<file path="src/rtl/alu_sequencer_pkg.sv">
// Shared encodings and constants for the Ed25519 ALU command sequencer.
// Also holds the ALU's internal counter limits, which a cycle model needs.
package alu_sequencer_pkg;

  localparam int SCALAR_W = 255;
  localparam int IDX_W    = 8;

  // 2^255 - 21 (q - 2) and q = 2^255 - 19
  localparam logic [SCALAR_W-1:0] INV_EXP = {{250{1'b1}}, 5'b01011};
  localparam logic [255:0]        Q       = {1'b0, {250{1'b1}}, 5'b01101};

  localparam int PRE_CNT_MAX = 7;
  localparam int DBL_CNT_MAX = 13;
  localparam int ADD_CNT_MAX = 12;
  localparam int INV_CNT_MAX = 7;
  localparam int MUL_CNT_MAX = 5;

  typedef enum logic [1:0] {
    ALU_PRE_CAL = 2'd0,
    ALU_DOUBLE  = 2'd1,
    ALU_DIV_INV = 2'd2,
    ALU_DIV_MUL = 2'd3
  } alu_cmd_e;

  typedef enum logic [2:0] {
    PH_IDLE   = 3'd0,
    PH_PRE    = 3'd1,
    PH_LADDER = 3'd2,
    PH_INV    = 3'd3,
    PH_MUL    = 3'd4
  } phase_e;

  typedef enum logic [3:0] {
    S_IDLE, S_ISS_PRE, S_WT_PRE, S_ISS_LAD, S_WT_LAD,
    S_ISS_INV, S_WT_INV, S_ISS_MUL, S_WT_MUL, S_DONE
  } seq_state_e;

endpackage

</file>
<file path="src/rtl/alu_sequencer.sv">
// Command-side sequencer for the Ed25519 ALU: PRE-CAL, 255-bit ladder,
// 255-step inversion, DIV-MUL, all constant-time regardless of the scalar.
module alu_sequencer
  import alu_sequencer_pkg::*;
(
  input  logic                clk,
  input  logic                rst,
  input  logic                start,
  input  logic [SCALAR_W-1:0] scalar,
  input  logic                alu_ready,
  output logic                alu_valid,
  output logic [1:0]          alu_state,
  output logic                alu_keep_flag,
  output logic                alu_consecutive_flag,
  output logic                busy,
  output logic                done,
  output logic [2:0]          phase,
  output logic [IDX_W-1:0]    bit_idx,
  output logic                err
);

  seq_state_e          state_reg;
  logic [SCALAR_W-1:0] k_reg;
  logic                proto_err;

  // A ready is only legal while a group is outstanding (WT_x states).
  assign proto_err = alu_ready &&
                     (state_reg inside {S_IDLE, S_ISS_PRE, S_ISS_LAD,
                                        S_ISS_INV, S_ISS_MUL, S_DONE});

  always_comb begin
    alu_consecutive_flag = 1'b0;
    alu_keep_flag        = 1'b0;
    if (state_reg == S_WT_LAD) begin
      alu_consecutive_flag = k_reg[bit_idx];
      alu_keep_flag        = (bit_idx != '0);
    end else if (state_reg == S_WT_INV) begin
      alu_consecutive_flag = INV_EXP[bit_idx];
      alu_keep_flag        = (bit_idx != '0);
    end
  end

  always_ff @(posedge clk or posedge rst) begin
    if (rst) begin
      state_reg <= S_IDLE;
      k_reg     <= '0;
      alu_valid <= 1'b0;
      alu_state <= 2'd0;
      busy      <= 1'b0;
      done      <= 1'b0;
      phase     <= PH_IDLE;
      bit_idx   <= '0;
      err       <= 1'b0;
    end else begin
      alu_valid <= 1'b0;
      done      <= 1'b0;

      if (state_reg == S_IDLE && start) err <= 1'b0;
      else if (proto_err)               err <= 1'b1;

      case (state_reg)
        S_IDLE: if (start) begin
          k_reg     <= scalar;
          busy      <= 1'b1;
          phase     <= PH_PRE;
          alu_valid <= 1'b1;
          alu_state <= ALU_PRE_CAL;
          state_reg <= S_ISS_PRE;
        end
        S_ISS_PRE: state_reg <= S_WT_PRE;
        S_WT_PRE: if (alu_ready) begin
          phase     <= PH_LADDER;
          alu_valid <= 1'b1;
          alu_state <= ALU_DOUBLE;
          bit_idx   <= IDX_W'(SCALAR_W - 1);
          state_reg <= S_ISS_LAD;
        end
        S_ISS_LAD: state_reg <= S_WT_LAD;
        S_WT_LAD: if (alu_ready) begin
          if (bit_idx != '0) begin
            bit_idx <= bit_idx - IDX_W'(1);
          end else begin
            phase     <= PH_INV;
            alu_valid <= 1'b1;
            alu_state <= ALU_DIV_INV;
            bit_idx   <= IDX_W'(SCALAR_W - 1);
            state_reg <= S_ISS_INV;
          end
        end
        S_ISS_INV: state_reg <= S_WT_INV;
        S_WT_INV: if (alu_ready) begin
          if (bit_idx != '0) begin
            bit_idx <= bit_idx - IDX_W'(1);
          end else begin
            phase     <= PH_MUL;
            alu_valid <= 1'b1;
            alu_state <= ALU_DIV_MUL;
            state_reg <= S_ISS_MUL;
          end
        end
        S_ISS_MUL: state_reg <= S_WT_MUL;
        S_WT_MUL: if (alu_ready) begin
          done      <= 1'b1;
          state_reg <= S_DONE;
        end
        S_DONE: begin
          busy      <= 1'b0;
          phase     <= PH_IDLE;
          alu_state <= 2'd0;
          state_reg <= S_IDLE;
        end
        default: state_reg <= S_IDLE;
      endcase
    end
  end

endmodule

</file>
<file path="config.mk">
export PLATFORM = sky130hd
export DESIGN_NAME = alu_sequencer
export DESIGN_NICKNAME = d
export VERILOG_FILES = /design/src/rtl/alu_sequencer_pkg.sv /design/src/rtl/alu_sequencer.sv
export SDC_FILE = /design/constraint.sdc
export NUM_CORES = 1
export LEC_CHECK = 0
export ABC_CLOCK_PERIOD_IN_PS = 9800
export CAP_MARGIN = 20
export CELL_PAD_IN_SITES_DETAIL_PLACEMENT = 0
export CELL_PAD_IN_SITES_GLOBAL_PLACEMENT = 1
export CORE_MARGIN = 4
export CORE_UTILIZATION = 38
export DETAILED_ROUTE_END_ITERATION = 6
export GPL_ROUTABILITY_DRIVEN = 0
export PLACE_DENSITY_LB_ADDON = 0.1
export SETUP_SLACK_MARGIN = 0.3
export SLEW_MARGIN = 20
export SYNTH_ARGS = -nofsm -noshare
export SYNTH_HDL_FRONTEND = slang
export SYNTH_SLANG_ARGS = --single-unit
</file>
<file path="constraint.sdc">
create_clock -name clk -period 9.8 [get_ports clk]
set_input_delay 1.96 -clock clk [delete_from_list [all_inputs] [get_ports clk]]
set_output_delay 1.96 -clock clk [all_outputs]
set_load 0.005 [all_outputs]
</file>
# Yosys cells after proc, flatten, opt, wreduce, memory -nomap -nowiden

Memory sizes are Yosys's and may differ from the RTL's.
Cells that the tools add are included.

Add/subtract/negate cells: 1
$lt $le $gt $ge: 1
Equal/unequal tests: 17
Multiplexer cells: 45
Reductions and logical operators: 15

Operator list:

| cell                  | number |
|---|---|
| $mux W8               | 5 |
| $pmux W4 S9           | 1 |
| $mux W4               | 7 |
| $pmux W8 S3           | 1 |
| $mux W3               | 6 |
| $eq A4 B3 Y1 const B  | 4 |
| $ne A2 B2 Y1 const B  | 8 |
| $pmux W3 S5           | 1 |
| $mux W1               | 14 |
| $reduce_and A7 Y1     | 2 |
| $mux W2               | 6 |
| $pmux W2 S5           | 1 |
| $lt A8 B9 Y1 const B  | 1 |
| $bmux W1 S8           | 1 |
| $eq A4 B2 Y1 const B  | 2 |
| $eq A4 B4 Y1 const B  | 2 |
| $reduce_bool A8 Y1    | 1 |
| $sub A8 B1 Y8 const B | 1 |
| $reduce_bool A6 Y1    | 1 |
| $reduce_and A5 Y1     | 1 |
| $reduce_bool A5 Y1    | 1 |
| $eq A4 B1 Y1 const B  | 1 |
| $logic_not A4 Y1      | 1 |
| $reduce_and A2 Y1     | 2 |
| 6 further kinds       | 8 |

Memories kept: 1
Bits in registers: 276
Memory bits (read-only): 256
Word-level logic and storage cells: 89
Output and inout port bits: 19

Memories:

| name            | depth | width | rd ports | clocked after Yosys merged registers in | wr ports | line                | text |
|---|---|---|---|---|---|---|---|
| (no name shown) | 256   | 1     | 1        | 0                                       | 0        | alu_sequencer.sv:38 | `alu_consecutive_flag = INV_EXP[bit_idx];` |

# Depth between registers and ports, before layout

Gate-level depths: netlist (run 1).

Depth after elaboration: 5
Depth in mapped cells: 10
Mapped depth without buffers: 7

# Worst setup path before layout (run 1)

Ideal clock, no wire load.

Kind: flip-flop to output port
Start point: register bit_idx[0]
End point: output port alu_consecutive_flag
Setup slack: 5.646 ns
Cell stages (with the launch flop): 9
Arrival: 2.194 ns
Buffers on the path: 3
Cell sequence: dfrtp_1 > buf_4 > buf_2 > buf_2 > mux4_2 > a22oi_1 > a22oi_1 > o211ai_1 > o211ai_1

Cells in the longest elaborated chain, start to end: 4
Elaborated cells on any way between the ends: 6
Classes of those cells: mux: 5; memory: 1

RTL lines:

| what                          | line                | text |
|---|---|---|
| start, declared               | alu_sequencer.sv:18 | `output logic [IDX_W-1:0] bit_idx,` |
| start signal, assigned        | alu_sequencer.sv:75 | `bit_idx <= IDX_W'(SCALAR_W - 1);` |
| start signal, assigned        | alu_sequencer.sv:81 | `bit_idx <= bit_idx - IDX_W'(1);` |
| start signal, assigned        | alu_sequencer.sv:86 | `bit_idx <= IDX_W'(SCALAR_W - 1);` |
| $mem_v2 Z256 W1               | --                  |  |
| $mux W1 (not written as such) | alu_sequencer.sv:38 |  |
| $mux W1                       | alu_sequencer.sv:37 | `end else if (state_reg == S_WT_INV) begin` |
| $mux W1 *                     | alu_sequencer.sv:34 | `if (state_reg == S_WT_LAD) begin` |
| end, declared                 | alu_sequencer.sv:14 | `output logic alu_consecutive_flag,` |

Every way passes the cells marked *; elsewhere a longest branch is shown, timed or not. The select of a mux whose other input is x is not followed.

# Final worst setup path (run 1)

Start point: register bit_idx[1]
End point: output port alu_consecutive_flag

Same word-level chain as after synthesis.

==> results.md, run 1 <==
- Int Power: 3.53 mW
- Worst-path clk slew: 0.06 ns
- Largest register FFs: 255
- Grt total ovfl: 0
- Period utilization: 69.3%
- CP max stage delay: 1.10 ns
- Clock power frac: 22.8%
- Hold_buf cts: 0
- Status: finished, final reports clean
- P&R area growth vs syn: 33.3%
- CTS Root Cell: clkbuf_16
- FF-to-FF Start: state_reg[3]
- Slowest CP cell: a2111oi_0
- Clk_skew: 0.00733 ns
- CP endpoint kind: output pin
- Cell Area, Synth: 12700 um2
- Ratio of cells with drive above 1 in the final layout: 34.2%
- Starting Density: 38.7%
- H-tree levels: 1
- Drt total wl: 34700 um
- Peak VDD IR: 0.000151 V
- Die ar.: 36300 um2
- Syn Area/Cell: 14.9 um2
- Post-synthesis net count: 1115
- Worst path cell trace: buf_4 > mux4_2 > o21a_1 > a2111oi_0 > nor4_1 > o211ai_1 > o211ai_1 > clkdlybuf4s50_1
- DR vias: 8064
- Fmax: 0.147 GHz
- Type of origin of the critical path: register
- Vias per std cell: 5.11
- Core area: 32700 um2
- Sw Pwr: 1.52 mW
- Worst slew pin tran: 1.29 ns
- Rel. slew slack: 12.0%
- TritonCTS Buffers: 31
- Mapped Cells: 853
- Crit path max fanout: 49
- Hold Path Class: register to register
- Largest net degree at the start of global routing: 163
- Final net count: 1375
- Initial antenna violation count: 1
- Post-CTS resize count: 0
- Detailed Routing Iterations Pass 1: 4
- Most frequent cell on the critical path: o211ai_1
- Register share of total power: 41.4%
- GRT Util Overall: 18.7%
- CTS tree: yes
- Largest buffer count on any clock path: 3
- Num ports: 278
- Post-route minimum period: 6.79 ns
- Synth cell types: 53
- Number of post-CTS setup repair buffers: 0
- Remaining DRCs: 0
- WP data required: 7.84 ns
- Clock latency on the worst-skew pair: 0.55 ns
- Setup_tns: 0 ns
- RSZ-0062 raised after global routing: no
- Top FF cell, synth: dfrtp_1
- Pleak: 7.02 nW
- Vias in the first global route: 8822
- Ys async rst share: 100%
- First-pass GRT wire length: 52700 um
- Avg WL per Cell: 22.0 um
- Max-cap viol count: 0
- Net Sw Frac: 30.1%
- Combinational fraction of design power: 35.8%
- Arrival @ worst endpoint: 4.83 ns
- Post-synthesis sequential area ratio: 54.5%
- Final HPWL DP: 24600 um
- Hold Vio Cnt, Final: 0
- Crit Path Category: register to output pin
- Die span in x: 191 um
- Diode count: 0
- Max Transition Viols Final: 0
- Final setup viols: 0
- Synthesized flop and latch total: 276
- Fin util: 51.7%
- Port bufs: 277
- Rows: 66
- Crit path buffers/inverters: 2
- Syn. warnings: 0
- Crit path launch: bit_idx[1]
- Hold path startpoint: err
- Filler Cell Count: 2859
- Pwr/cell area: 299 nW/um2
- Largest delay share family, worst path: compound AO/OA/AOI/OAI gates
- ANT nets after route: 0
- Drt first-iter violations: 320
- CTS Sinks: 276
- Die Span Y: 191 um
- Post-synth EDFFs: 0
[logic make-up (layout without fill, tap and decap cells)]
group	count (synthesis)	in the layout	share of synthesized area [%]
buffers and inverters	69	352	2.33
adders and majority gates	3	3	0.296
xor gates and xnor gates	8	8	0.553
and+or+nand+nor	78	78	3.32
muxes	341	341	34.2
DFF	276	276	54.5
AOI/OAI and AO/OA	78	78	4.81
[through the flow]
step	hold slack, ns	area, um2	setup slack, ns	instances	power (mW)
6_report	0.493	16900	3.01	1578	5.06
5_1_grt	0.508	16900	2.90	1578	5.37
4_1_cts	0.498	16900	3.18	1578	5.12
3_5_place_dp	0.484	15900	3.82	1522	3.95
3_3_place_gp	0.480	15900	3.80	1521	3.91
2_1_floorplan	0.471	12700	4.19	853	3.35
[metal layers]
metal | vias to the layer above | GRT usage (%) | share of wire (%)
met5 | - | 0 | 0.023
li1 | 3706 | - | -
met1 | 4104 | 27.4 | 47
met4 | 2 | 2.73 | 1.3
met3 | 35 | 3.79 | 5.7
met2 | 217 | 29.8 | 46
[cell usage after synthesis (all sizes together) (7+ instances only)]
master	instances	area, um2
a21oi	10	61.3
mux2i	30	300
inv	9	33.8
o221ai	13	114
clkbuf	37	139
nor2b	7	43.8
nor2	16	60.1
nand2	19	71.3
nand2b	7	43.8
nand3	7	35.0
o21ai	9	48.8
mux2	264	2970
dfrtp	276	6910
mux4	47	1060
buf	22	119
[final timing paths]
check	cells past startpoint	slack, ns	end
hold / removal	1	0.49	err
setup reg to reg	4	6.87	k_reg[26]
max in group asynchronous	4	6.75	bit_idx[2]
min in group asynchronous	2	1.79	busy
hold reg to reg	1	0.49	err
setup / recovery	8	3.01	alu_consecutive_flag
[power by group through the flow]
stage,Clock (mW),Sequential [mW],Combinational [mW]
finish,1.15,2.09,1.81
global route,1.23,2.17,1.97
CTS,1.19,2.10,1.84
detailed placement,0,2.12,1.83
global placement,0,2.12,1.79
floorplan,0,1.92,1.44
[layout make-up]
type,count,area [um2],share of cell area (%)
inverter,10,41.3,0.244
clock buffer,44,915,5.41
clock inverter,12,110,0.652
sequential,276,6920,40.9
multi-input combinational,508,5480,32.5
timing repair buffer,286,2880,17.0
tap,442,553,3.27
[cells in the final DEF (no fill, tap or decap), drive strengths merged, types with 4 or more instances in the layout]
cell / instances
inv: 8
nor2: 16
o221ai: 13
xnor2: 5
nand3: 7
nor4: 4
nor2b: 7
a31oi: 4
nand2b: 7
buf: 9
mux4: 47
a211oi: 5
a22o: 5
a211o: 5
mux2: 264
clkbuf: 44
clkinv: 11
clkdlybuf4s50: 277
a21oi: 10
mux2i: 30
nor3: 4
dfrtp: 276
o2111ai: 4
nand2: 19
o21ai: 9
(Power assumes the default switching activity.)
==> inputs of run 2 (changes only) <==
--- a/config.mk
+++ b/config.mk
@@ -5,7 +5,7 @@
 export SDC_FILE = /design/constraint.sdc
 export NUM_CORES = 1
 export LEC_CHECK = 0
-export ABC_CLOCK_PERIOD_IN_PS = 9800
+export ABC_CLOCK_PERIOD_IN_PS = 5910
 export CAP_MARGIN = 20
 export CELL_PAD_IN_SITES_DETAIL_PLACEMENT = 0
 export CELL_PAD_IN_SITES_GLOBAL_PLACEMENT = 1
==> constraint.sdc (replaced) <==
create_clock -name clk -period 5.91 [get_ports clk]
set_input_delay 1.182 -clock clk [delete_from_list [all_inputs] [get_ports clk]]
set_output_delay 1.182 -clock clk [all_outputs]
set_load 0.005 [all_outputs]
==> run 2 against run 1 <==
- core utilization is 0.054 points higher
- clock power is 63% higher
- die area stayed put
- wire length is 3.0% higher
- register-to-register slack worse by 3.9 ns
- non-clock buffer count is 3 higher
- global-route usage is 0.37 points higher
- total power is 66% higher
- critical path depth is 1 lower
- first-iteration DRC count is 9.7% higher
==> results.md, run 2 (synthesized netlist as in run 1, its figures left out) <==
- Crit path max fanout: 32 (-35%)
- Starting Density: 38.7% (unchanged)
- Die ar.: 36300 um2 (unchanged)
- ANT nets after route: 0 (unchanged)
- Hold Path Class: register to register
- Setup slack after layout: 0.636 ns (-2.37 ns)
- Worst slew pin tran: 0.916 ns (-0.371 ns)
- Grt total ovfl: 0 (unchanged)
- Clk_skew: 0.00697 ns (-0.000358 ns)
- Hold_buf cts: 0 (unchanged)
- Largest net degree at the start of global routing: 141 (-13%)
- Hold path startpoint: err
- Port bufs: 277 (unchanged)
- Max-cap viol count: 0 (unchanged)
- FF-to-FF Start: bit_idx[1]
- Worst reg2reg endpoint: bit_idx[6]
- Max Transition Viols Final: 0 (unchanged)
- Rel. slew slack: 38.9% (+27 points)
- Peak VDD IR: 0.000255 V (+69%)
- Clock latency on the worst-skew pair: 0.55 ns (about the same)
- Placed cells: 1524 (+0.13%)
- Status: finished, final reports clean
- Remaining DRCs: 0 (unchanged)
- Rows: 66 (unchanged)
- Crit path launch: bit_idx[2]
- Int Power: 5.82 mW (+65%)
- Finished Layout Cells: 1581 (+0.19%)
- Number of post-CTS setup repair buffers: 0 (unchanged)
- Combinational fraction of design power: 36.3% (+0.5 points)
- H-tree levels: 1 (unchanged)
- Crit Path Category: register to output pin
- Final net count: 1378 (+0.22%)
- Pwr/cell area: 495 nW/um2 (+66%)
- Largest buffer count on any clock path: 3 (unchanged)
- DR vias: 8138 (+0.92%)
- Pleak: 7.02 nW (about the same)
- Avg WL per Cell: 22.6 um (+2.8%)
- Vias per std cell: 5.15 (+0.73%)
- Worst R2R Setup Slack: 2.97 ns (-3.90 ns)
- Sw Pwr: 2.56 mW (+68%)
- Num ports: 278 (unchanged)
- Final setup viols: 0 (unchanged)
- Most frequent cells in the layout: 277 x clkdlybuf4s50_1, 273 x dfrtp_1, 262 x mux2_2
- Critical Path End: alu_consecutive_flag
- RSZ-0062 raised after global routing: no
- Final HPWL DP: 25200 um (+2.5%)
- Filler Cell Count: 2847 (-0.42%)
- Post-route minimum period: 5.27 ns
- Most common cell after layout, fill and taps aside: clkdlybuf4s50_1
- Period utilization: 89.2%
- CTS tree: yes
- Ratio of cells with drive above 1 in the final layout: 34.1% (-0.060 points)
- CTS Root Cell: clkbuf_16
- Pwr Total: 8.38 mW (+66%)
- CTS Sinks: 276 (unchanged)
- Type of origin of the critical path: register
- Vias in the first global route: 8851 (+0.33%)
- Post-CTS resize count: 0 (unchanged)
- Drt total wl: 35700 um (+3.0%)
- Initial antenna violation count: 1 (unchanged)
- Detailed Routing Iterations Pass 1: 4 (unchanged)
- Arrival @ worst endpoint: 4.09 ns (-0.74 ns)
- Hold depth: 1 (unchanged)
- First-pass GRT wire length: 53600 um (+1.7%)
- Core area: 32700 um2 (unchanged)
- Hold Vio Cnt, Final: 0 (unchanged)
- CP endpoint kind: output pin
- Die Span Y: 191 um (unchanged)
- Die span in x: 191 um (unchanged)
- Placement Setup Slack: 1.07 ns (-2.75 ns)
- Fmax: 0.190 GHz
- TritonCTS Buffers: 31 (unchanged)
- P&R area growth vs syn: 33.5%
- Largest register FFs: 255 (unchanged)
- Worst-path clk slew: 0.06 ns (about the same)
- Cells on worst reg2reg path: 8 (+4)
- WP data required: 4.73 ns (-3.11 ns)
- GRT Util Overall: 19.1% (+0.37 points)
- Clock power frac: 22.3% (-0.5 points)
- Setup_tns: 0 ns (unchanged)
- Register share of total power: 41.4% (about the same)
- Net Sw Frac: 30.5% (+0.38 points)
- Drt first-iter violations: 351 (+9.7%)
[run 2: cell types whose count changed in the layout (fill, tap and decap cells not counted)]
| cell | change |
|---|---|
| bufinv_16 | -1 |
| clkbuf_8 | -1 |
| clkinv_4 | +1 |
| clkbuf_1 | +2 |
| diode_2 | +1 |
| clkinvlp_4 | +2 |
| buf_4 | +1 |
| buf_12 | +2 |
| clkinv_2 | -4 |
[run 2: worst max-delay path, stage by stage (launching register included)]
cell             delay (ns)
dfrtp_2                0.70
or3b_2                 0.79
o221ai_1               0.29
a21oi_1                0.07
a2111oi_0              0.62
nor4_1                 0.16
o211ai_1               0.32
clkdlybuf4s50_1        0.57
[run 2: metrics by stage]
| step | utilization (%) | hold WS, ns | cell area (um2) |
|---|---|---|---|
| floorplan | - | 0.471 | 12700 |
| global placement | 48.6 | 0.480 | 15900 |
| detailed placement | 48.6 | 0.485 | 15900 |
| CTS | 51.7 | 0.499 | 16900 |
| global route | 51.7 | 0.506 | 16900 |
| finish | 51.7 | 0.492 | 16900 |
[run 2: power by group through the flow]
stage / combinational (mW) / sequential (mW) / clock, mW
2_1_floorplan: 2.38 / 3.18 / 0
3_3_place_gp: 2.99 / 3.52 / 0
3_5_place_dp: 3.04 / 3.53 / 0
4_1_cts: 3.06 / 3.50 / 1.92
5_1_grt: 3.30 / 3.59 / 2.00
6_report: 3.04 / 3.47 / 1.87
[run 2: routing by layer]
metal,vias to the layer above,GRT usage (%),routed length [um]
li1,3719,-,-
met1,4140,27.6,16500
met2,229,30.8,16700
met3,48,3.46,1930
met4,2,3.37,588
met5,-,0,12
[run 2: worst min-delay path by stage]
| stage | endpoint | slack (ns) |
|---|---|---|
| 2_1_floorplan | k_reg[105] | 0.47 |
| 3_3_place_gp | err | 0.48 |
| 3_5_place_dp | k_reg[41] | 0.49 |
| 4_1_cts | k_reg[41] | 0.50 |
| 5_1_grt | k_reg[222] | 0.51 |
| 6_report | err | 0.49 |
[run 2: area by class of cell]
class | count | area, um2 | share of cell area (%)
antenna | 1 | 2.50 | 0.0148
sequential | 276 | 6920 | 40.9
timing repair buffer | 289 | 2930 | 17.3
multi-input combinational | 508 | 5480 | 32.4
clock inverter | 10 | 83.8 | 0.496
clock buffer | 45 | 908 | 5.37
inverter | 10 | 41.3 | 0.244
tap | 442 | 553 | 3.27
